`src/rtl/rs_issue_scheduler_pkg.sv`:
```
// rs_issue_scheduler_pkg
//   Shared sizing constants, the issue packet type and small helpers for the
//   reservation-station issue scheduler.
//   Contents:
//     RS_SIZE / DP_WIDTH / IS_WIDTH / AGE_W  array and slot geometry
//     IDX_W / CNT_W / POS_W                  derived index/count widths
//     rs_issue_packet_t                      {valid, idx} for one issue slot
//     sat_inc, popcount_rs, popcount_dp, onehot_to_idx  helper functions
package rs_issue_scheduler_pkg;

    localparam int RS_SIZE  = 16;
    localparam int DP_WIDTH = 3;
    localparam int IS_WIDTH = 3;
    localparam int AGE_W    = 4;

    localparam int IDX_W = $clog2(RS_SIZE);
    localparam int CNT_W = $clog2(RS_SIZE) + 1;
    localparam int POS_W = 2;

    localparam logic [AGE_W-1:0] AGE_MAX = {AGE_W{1'b1}};

    typedef struct packed {
        logic             valid;
        logic [IDX_W-1:0] idx;
    } rs_issue_packet_t;

    // Saturating increment: an age that has reached AGE_MAX stays there so a
    // long-waiting line never wraps around and loses priority.
    function automatic logic [AGE_W-1:0] sat_inc(input logic [AGE_W-1:0] a);
        logic [AGE_W-1:0] r;
        r = (a == AGE_MAX) ? a : (a + {{(AGE_W-1){1'b0}}, 1'b1});
        return r;
    endfunction

    function automatic logic [CNT_W-1:0] popcount_rs(input logic [RS_SIZE-1:0] v);
        logic [CNT_W-1:0] c;
        c = {CNT_W{1'b0}};
        for (int i = 0; i < RS_SIZE; i++) begin
            c = c + {{(CNT_W-1){1'b0}}, v[i]};
        end
        return c;
    endfunction

    function automatic logic [CNT_W-1:0] popcount_dp(input logic [DP_WIDTH-1:0] v);
        logic [CNT_W-1:0] c;
        c = {CNT_W{1'b0}};
        for (int i = 0; i < DP_WIDTH; i++) begin
            c = c + {{(CNT_W-1){1'b0}}, v[i]};
        end
        return c;
    endfunction

    // OR-reduction encoder; the argument is one-hot or zero.
    function automatic logic [IDX_W-1:0] onehot_to_idx(input logic [RS_SIZE-1:0] oh);
        logic [IDX_W-1:0] r;
        r = {IDX_W{1'b0}};
        for (int i = 0; i < RS_SIZE; i++) begin
            r = r | (oh[i] ? IDX_W'(i) : {IDX_W{1'b0}});
        end
        return r;
    endfunction

endpackage

```
`src/rtl/rs_age_picker.sv`:
```
// rs_age_picker
//   Combinational oldest-first picker. Among the lines flagged in cand, returns
//   a one-hot grant for the line with the largest age; equal ages resolve to
//   the lowest index.
//   Ports:
//     cand   in   RS_SIZE            candidate lines
//     age    in   RS_SIZE x AGE_W    per-line age
//     grant  out  RS_SIZE            one-hot winner (zero when no candidate)
//     valid  out  1                  a winner exists
module rs_age_picker
    import rs_issue_scheduler_pkg::*;
(
    input  logic [RS_SIZE-1:0]            cand,
    input  logic [RS_SIZE-1:0][AGE_W-1:0] age,
    output logic [RS_SIZE-1:0]            grant,
    output logic                          valid
);

    logic [AGE_W-1:0] best_age_s;
    logic [IDX_W-1:0] best_idx_s;
    logic             found_s;
    logic             take_s;

    // Linear scan; strict '>' keeps the earlier (lower) index on a tie.
    always_comb begin
        best_age_s = {AGE_W{1'b0}};
        best_idx_s = {IDX_W{1'b0}};
        found_s    = 1'b0;
        take_s     = 1'b0;
        for (int i = 0; i < RS_SIZE; i++) begin
            take_s     = cand[i] & (~found_s | (age[i] > best_age_s));
            best_age_s = take_s ? age[i] : best_age_s;
            best_idx_s = take_s ? IDX_W'(i) : best_idx_s;
            found_s    = found_s | take_s;
        end
        grant             = {RS_SIZE{1'b0}};
        grant[best_idx_s] = found_s;
        valid             = found_s;
    end

endmodule

```
`src/rtl/rs_issue_scheduler.sv`:
```
// rs_issue_scheduler
//   Controller for the reservation-station line array. Allocates free lines
//   to valid dispatch slots, picks up to IS_WIDTH ready lines oldest-first,
//   clears them and issues their indices one cycle later. Keeps a saturating
//   age per line and flushes everything on squash.
//   Ports:
//     clock, reset(active-low async), squash
//     dp_valid[DP_WIDTH]          dispatch slot valid
//     line_busy/line_ready[RS]    status from each line
//     fu_ready[IS_WIDTH]          issue slot may accept
//     line_enable/line_pos/line_clear   per-line strobes (combinational)
//     dp_stall, free_count        allocation status (combinational)
//     issue_valid/issue_idx       registered issue packets
module rs_issue_scheduler
    import rs_issue_scheduler_pkg::*;
(
    input  logic                            clock,
    input  logic                            reset,
    input  logic                            squash,
    input  logic [DP_WIDTH-1:0]             dp_valid,
    input  logic [RS_SIZE-1:0]              line_busy,
    input  logic [RS_SIZE-1:0]              line_ready,
    input  logic [IS_WIDTH-1:0]             fu_ready,
    output logic [RS_SIZE-1:0]              line_enable,
    output logic [RS_SIZE-1:0][POS_W-1:0]   line_pos,
    output logic [RS_SIZE-1:0]              line_clear,
    output logic                            dp_stall,
    output logic [CNT_W-1:0]                free_count,
    output logic [IS_WIDTH-1:0]             issue_valid,
    output logic [IS_WIDTH-1:0][IDX_W-1:0]  issue_idx
);

    logic [RS_SIZE-1:0][AGE_W-1:0]  age_q, age_d;
    rs_issue_packet_t [IS_WIDTH-1:0] issue_pkt_q, issue_pkt_d;

    logic [IS_WIDTH-1:0][RS_SIZE-1:0] cand_chain_s;
    logic [IS_WIDTH-1:0][RS_SIZE-1:0] pick_cand_s;
    logic [IS_WIDTH-1:0][RS_SIZE-1:0] grant_s;
    logic [IS_WIDTH-1:0]              pick_valid_s;
    logic [RS_SIZE-1:0]               grant_any_s;
    logic [RS_SIZE-1:0]               free_s;
    logic [CNT_W-1:0]                 dp_count_s;

    // While reset is held or on squash nothing is eligible for issue.
    assign cand_chain_s[0] = line_busy & line_ready & {RS_SIZE{~squash & reset}};

    // One picker per issue slot; a slot whose FU is not ready sees no
    // candidates, so the full set passes on to the next slot.
    for (genvar k = 0; k < IS_WIDTH; k++) begin : g_pick
        assign pick_cand_s[k] = cand_chain_s[k] & {RS_SIZE{fu_ready[k]}};
        rs_age_picker u_picker (
            .cand  (pick_cand_s[k]),
            .age   (age_q),
            .grant (grant_s[k]),
            .valid (pick_valid_s[k])
        );
        if (k < IS_WIDTH - 1) begin : g_next
            assign cand_chain_s[k+1] = cand_chain_s[k] & ~grant_s[k];
        end
    end

    // Merge slot grants and form the per-line clear strobe.
    always_comb begin
        grant_any_s = {RS_SIZE{1'b0}};
        for (int k = 0; k < IS_WIDTH; k++) begin
            grant_any_s = grant_any_s | grant_s[k];
        end
        if (!reset) begin
            line_clear = {RS_SIZE{1'b0}};
        end else if (squash) begin
            line_clear = {RS_SIZE{1'b1}};
        end else begin
            line_clear = grant_any_s;
        end
    end

    // A line being cleared this cycle is not handed out again until next cycle.
    assign free_s     = ~line_busy & ~line_clear;
    assign free_count = popcount_rs(free_s);
    assign dp_count_s = popcount_dp(dp_valid);
    assign dp_stall   = (dp_count_s > free_count);

    // Allocation: walk lines in ascending order, giving each free line the
    // lowest still-unserved valid dispatch slot. All-or-nothing via dp_stall.
    always_comb begin
        logic [DP_WIDTH-1:0] remaining_s;
        logic [DP_WIDTH-1:0] slot_mask_s;
        logic [POS_W-1:0]    slot_s;
        logic                found_s;
        logic                alloc_ok_s;
        logic                take_s;
        line_enable = {RS_SIZE{1'b0}};
        line_pos    = {RS_SIZE*POS_W{1'b0}};
        remaining_s = dp_valid;
        alloc_ok_s  = reset & ~squash & ~dp_stall;
        for (int i = 0; i < RS_SIZE; i++) begin
            slot_s      = {POS_W{1'b0}};
            slot_mask_s = {DP_WIDTH{1'b0}};
            found_s     = 1'b0;
            for (int k = 0; k < DP_WIDTH; k++) begin
                slot_mask_s[k] = remaining_s[k] & ~found_s;
                slot_s         = slot_mask_s[k] ? POS_W'(k) : slot_s;
                found_s        = found_s | remaining_s[k];
            end
            take_s         = alloc_ok_s & free_s[i] & found_s;
            line_enable[i] = take_s;
            line_pos[i]    = take_s ? slot_s : {POS_W{1'b0}};
            remaining_s    = remaining_s & ~(slot_mask_s & {DP_WIDTH{take_s}});
        end
    end

    // Next-state ages: restart on allocate/clear/squash, count while busy.
    always_comb begin
        for (int i = 0; i < RS_SIZE; i++) begin
            if (line_enable[i] | line_clear[i] | squash) begin
                age_d[i] = {AGE_W{1'b0}};
            end else if (line_busy[i]) begin
                age_d[i] = sat_inc(age_q[i]);
            end else begin
                age_d[i] = age_q[i];
            end
        end
    end

    // Next issue packets from the picker chain.
    always_comb begin
        for (int k = 0; k < IS_WIDTH; k++) begin
            issue_pkt_d[k].valid = pick_valid_s[k];
            issue_pkt_d[k].idx   = onehot_to_idx(grant_s[k]);
        end
    end

    // State registers.
    always_ff @(posedge clock or negedge reset) begin
        if (!reset) begin
            age_q       <= {RS_SIZE*AGE_W{1'b0}};
            issue_pkt_q <= {IS_WIDTH*(IDX_W+1){1'b0}};
        end else begin
            age_q       <= age_d;
            issue_pkt_q <= issue_pkt_d;
        end
    end

    // Unpack registered issue packets onto the output ports.
    always_comb begin
        for (int k = 0; k < IS_WIDTH; k++) begin
            issue_valid[k] = issue_pkt_q[k].valid;
            issue_idx[k]   = issue_pkt_q[k].idx;
        end
    end

endmodule
```
`config.mk`:
```
export PLATFORM = sky130hd
export DESIGN_NAME = rs_issue_scheduler
export DESIGN_NICKNAME = d
export VERILOG_FILES = /design/src/rtl/rs_issue_scheduler_pkg.sv /design/src/rtl/rs_age_picker.sv /design/src/rtl/rs_issue_scheduler.sv
export SDC_FILE = /design/constraint.sdc
export NUM_CORES = 1
export LEC_CHECK = 0
export CAP_MARGIN = 20
export CORE_MARGIN = 4
export CORE_UTILIZATION = 50
export DETAILED_ROUTE_END_ITERATION = 7
export GPL_ROUTABILITY_DRIVEN = 1
export PLACE_DENSITY = 0.74
export REMOVE_ABC_BUFFERS = 1
export SLEW_MARGIN = 40
export SYNTH_ARGS = -nofsm -noshare
export SYNTH_HDL_FRONTEND = slang
export SYNTH_SLANG_ARGS = --single-unit
```
`constraint.sdc`:
```
create_clock -name clock -period 123.3 [get_ports clock]
set_clock_uncertainty 0.2 [all_clocks]
set_input_delay 24.66 -clock clock [delete_from_list [all_inputs] [get_ports clock]]
set_output_delay 24.66 -clock clock [all_outputs]
set_load 0.005 [all_outputs]
```
==> reports/summary.txt, run 1 <==
Adder-Cell Fraction of Synth Area = 15.8%
H-tree level count = 3
XOR/XNOR share of the synthesized area = 3.03%
Syn Inst Count = 2172
Synth area leader = ha_1
Syn. warnings = 0
Area after DPL = 0.0216 mm2
CTS root buf = clkbuf_16
Avg Inst Size Synth = 7.33 um2
Simple-Gate Fraction of Synth Area = 26.0%
Async SR Flop Fraction = 100%
Largest net degree at the start of global routing = 54
Synthesized flop and latch total = 79
Most used DFF post-synth = dfrtp_1
Post-synthesis compound-gate area fraction = 31.3%
GPL Wtd Cong = 1.05
Mux contribution to synthesized area = 5.35%
Clock tree buffer depth = 2
GRT overflow = 89
Placed Cells incl. Taps = 3194
Post-synth EDFFs = 0
Unique masters post-synth = 114
PortBufs = 125
Largest family of logic cells by synthesized area = compound AO/OA/AOI/OAI gates
Number of core rows = 65
Share of the yosys chip area belonging to registers = 12.4%
GR repair worst EP = line_enable[15]
Status = aborted with a tool error
Die H = 186 um
Tool Error = [ERROR GRT-0232] Routing congestion too high. Check the congestion heatmap in the GUI.
CTS Sinks = 79
Post-synth top area share = 14.1%
Starting Density = 50.6%
Synth top area cells = ha_1 14%, dfrtp_1 12%, a21oi_1 5.4%, nand2_1 4.7%, nor2_1 4.2%
Chip width = 186 um
I/O pin total = 126
Post-Syn Area = 0.0159 mm2
WEP type = output port
Overall Global Routing Usage = 67.9%
Cts hold-fix bufs = 0
Post-DP HPWL = 58100 um
Failed at = global routing
Total CTS buffers = 9
per-stage QoR:
| stage | worst slack, ns | TNS, ns |
|---|---|---|
| floorplan | -4.65 | -151.23 |
| global placement | -5.56 | -207.26 |
| CTS | -0.165 | -0.352 |
| detailed placement | -7.88 | -340.07 |
timing repair:
action                     in CTS
setup endpoints to repair      70
cloned                          0
setup buffers                 291
gates resized for setup       515
pin swaps                     254
cells by family after synthesis:
group / count (synthesis)
AND/OR/NAND/NOR: 808
flip-flops: 79
AO/OA/AOI/OAI: 714
XOR/XNOR: 55
multiplexers: 79
buffers and inverters: 242
adder cells (fa/ha/maj): 195
metal layers:
layer / overflow / track usage (%)
met5: 0 / 20.1
met4: 40 / 67.1
met2: 48 / 88.6
met3: 0 / 46.7
met1: 1 / 68.2
synthesized netlist by cell type (all sizes together) (18+ instances only):
master and number:
ha 179, a2111oi 20, nand2b 33, o21ai 145
or3 31, o31ai 20, dfrtp 79, nor2b 37
a31oi 44, a211oi 29, nand3 66, a21oi 175
nor4 47, xnor2 45, nand2 201, nand4 35
clkbuf 36, o211ai 30, a21o 35, and3 28
or2 18, nor3 61, inv 173, o21a 32
mux2 46, and2 36, nor2 179, buf 31
mux2i 33
==> run 2: changes to the inputs <==
--- a/config.mk
+++ b/config.mk
@@ -7,10 +7,10 @@
 export LEC_CHECK = 0
 export CAP_MARGIN = 20
 export CORE_MARGIN = 4
-export CORE_UTILIZATION = 50
+export CORE_UTILIZATION = 35
 export DETAILED_ROUTE_END_ITERATION = 7
 export GPL_ROUTABILITY_DRIVEN = 1
-export PLACE_DENSITY = 0.74
+export PLACE_DENSITY_LB_ADDON = 0.15
 export REMOVE_ABC_BUFFERS = 1
 export SLEW_MARGIN = 40
 export SYNTH_ARGS = -nofsm -noshare
==> constraint.sdc (replaced) <==
create_clock -name clock -period 160.3 [get_ports clock]
set_clock_uncertainty 0.2 [all_clocks]
set_input_delay 32.06 -clock clock [delete_from_list [all_inputs] [get_ports clock]]
set_output_delay 32.06 -clock clock [all_outputs]
set_load 0.005 [all_outputs]
==> run 2 against run 1 <==
Against the previous run: the flow now finishes without violations; synthesized cell count did not move; area after synthesis stayed put.
==> reports/summary.txt, run 2 <==
Status = finished clean
GRT overflow = 0
Worst r2r dst = age_q[60]$_DFFE_PN0P_
Final worst setup slack = 6.61 ns
FF-to-FF path depth = 443
Worst Setup SP = squash
Syn. warnings = 0
Number of flip-flops in the largest register = 64
R2r setup slk = 71.53 ns
Overall Global Routing Usage = 26.2%
Nets = 2517
Tmin final = 153.69 ns
DR WL/cell = 23.2 um
Final wirelength = 66900 um
PortBufs = 125
Wire length of the first global-routing pass = 101000 um
Syn Inst Count = 2172
Post-synth EDFFs = 0
Tot Pwr = 0.146 mW
CP startpoint kind = input pin
Tcrit/Tclk final = 95.9%
Drt first-iter violations = 1445
Final instance area = 0.0185 mm2
I/O pin total = 126
Unique masters post-synth = 114
Placed Cells incl. Taps = 2858
GPL Wtd Cong = 0.981
Critical path endpoint category = primary output
Antenna diode count = 0
Clock tree buffer depth = 2
Biggest register = age_q
Arrival @ worst endpoint = 121.43 ns
Critical path class = input pin to primary output
Area delta synth->final = 16.3%
Hold Crit Class = register to register
Post-Syn Area = 0.0159 mm2
Chip width = 221 um
Initial antenna violation count = 0
Slew @ Worst Pin = 0.883 ns
Commonest non-fill, non-tap cell in the layout = nand2_1
Synth area leader = ha_1
Most used DFF post-synth = dfrtp_1
CTS root buf = clkbuf_16
Most frequent CP cell = a21oi_1
CTS Sinks = 79
Final Setup Violations = 0
Die area = 0.0489 mm2
Cell with the most instances after synthesis = nand2_1
Antenna Violating Nets Remaining = 0
Synth top area cells = ha_1 14%, dfrtp_1 12%, a21oi_1 5.4%, nand2_1 4.7%, nor2_1 4.2%
Max-capacitance violation count = 0
Clock transition at path regs = 0.07 ns
Top cells by count, synth = 200 x nand2_1, 179 x ha_1, 179 x nor2_1, 173 x a21oi_1, 172 x inv_1
Highest-delay cell along the critical path = fa_1
Drt via density = 6.18
Via count = 17800
H-tree level count = 3
Fin cells = 2883
Vias in the first global route = 17000
Async SR Flop Fraction = 100%
Worst R2R Start = age_q[2]$_DFFE_PN0P_
Skew-Pair Late Insertion Delay = 0.40 ns
Number of core rows = 77
Worst-path fanout max = 16
Total CTS buffers = 9
TritonCTS clock tree = yes
Drt pass-1 iters = 5
Avg Inst Size Synth = 7.33 um2
Pleak = 7.64 nW
Starting Density = 35.7%
Layout cells sized above 1 = 9.56%
Largest net degree at the start of global routing = 46
Most frequent cells in the layout = 199 x nand2_1, 179 x ha_1, 174 x nor2_1, 172 x inv_1, 171 x a21oi_1
Area after DPL = 0.0179 mm2
Final hold slack = 0.416 ns
Max frequency = 6.51 MHz
CP peak stage delay = 0.62 ns
CP endpoint = line_enable[15]
Post-DP HPWL = 54500 um
Cts hold-fix bufs = 0
Critical path required time = 128.04 ns
Final Max Tran Viols = 0
Post-synth top area share = 14.1%
Share of the yosys chip area belonging to registers = 12.4%
Pre-CTS setup slack = 4.37 ns
PwrDens = 7.87 mW/mm2
VDD IR-drop max = 15.8 uV
Core ar. = 0.0446 mm2
Slew HR = 40.7%
Die H = 221 um
Final hold violations = 0
Synthesized flop and latch total = 79
DRC viols = 0
-- run 2: how the worst min path moves through the flow --
stage,from,to,slack [ns],depth (start not counted)
6_report,age_q[60]$_DFFE_PN0P_,age_q[60]$_DFFE_PN0P_,0.42,2
3_5_place_dp,age_q[60]$_DFFE_PN0P_,age_q[60]$_DFFE_PN0P_,0.40,2
4_1_cts,age_q[60]$_DFFE_PN0P_,age_q[60]$_DFFE_PN0P_,0.42,2
3_3_place_gp,age_q[60]$_DFFE_PN0P_,age_q[60]$_DFFE_PN0P_,0.39,2
5_1_grt,age_q[60]$_DFFE_PN0P_,age_q[60]$_DFFE_PN0P_,0.46,2
2_1_floorplan,age_q[60]$_DFFE_PN0P_,age_q[60]$_DFFE_PN0P_,0.36,2
-- run 2: repair_timing --
item / in CTS / in global routing
buffers inserted: 0 / 9
gates resized for setup: 0 / 36
setup endpoints to repair: 0 / 45
-- run 2: final cells by class --
class                   instances  area (um2)
well taps                     592         741
clock buffers                   9         225
fillers                      4583       26100
multi-input cells            1851       13200
clock inverters                 7        96.3
inverters                     175         657
flip-flops and latches         79        1980
repair buffers                170        1590
-- run 2: cells by family (layout without fill, tap and decap cells) --
group | count (synthesis) | count (layout) | share of synthesized area [%]
compound gates | 714 | 714 | 31.3
buf+inv | 242 | 361 | 6.14
simple gates | 808 | 808 | 26.0
flops | 79 | 79 | 12.4
fa+ha+maj | 195 | 195 | 15.8
xor+xnor | 55 | 55 | 3.03
mux | 79 | 79 | 5.35
-- run 2: worst max-delay path: cells and delay by family --
| family | cells | cell delay, ns |
|---|---|---|
| buf+inv | 40 | 5.56 |
| compound gates | 220 | 42.42 |
| simple gates | 113 | 18.13 |
| mux | 20 | 6.49 |
| fa+ha+maj | 53 | 16.57 |
-- run 2: power by group --
group          switching (mW)  internal, mW
registers             0.00391        0.0220
clock network          0.0105        0.0136
logic                  0.0563        0.0394
total                  0.0707        0.0750
-- run 2: stage by stage --
stage	util [%]	setup TNS (ns)
floorplan	-	0
global placement	40.0	0
detailed placement	40.2	0
CTS	40.9	0
global route	41.5	-0.153
finish	41.5	0
-- run 2: routing by layer --
metal | share of wire (%) | GRT usage (%) | vias to the layer above | routed length, um
met5 | 0 | 0 | - | 0
met4 | 2.7 | 7.09 | 0 | 1830
met3 | 7.6 | 5.75 | 90 | 5070
met2 | 45 | 42.0 | 627 | 29800
met1 | 45 | 35.7 | 8688 | 30100
li1 | - | - | 8403 | -
Note: power is estimated with default switching activity, not from simulation.
==> run 3: changes to the inputs <==
--- a/config.mk
+++ b/config.mk
@@ -8,6 +8,7 @@
 export CAP_MARGIN = 20
 export CORE_MARGIN = 4
 export CORE_UTILIZATION = 35
+export CTS_CLUSTER_SIZE = 28
 export DETAILED_ROUTE_END_ITERATION = 7
 export GPL_ROUTABILITY_DRIVEN = 1
 export PLACE_DENSITY_LB_ADDON = 0.15
==> results of run 3 <==
The final DEF is identical to that of run 2; final timing and power are the same.
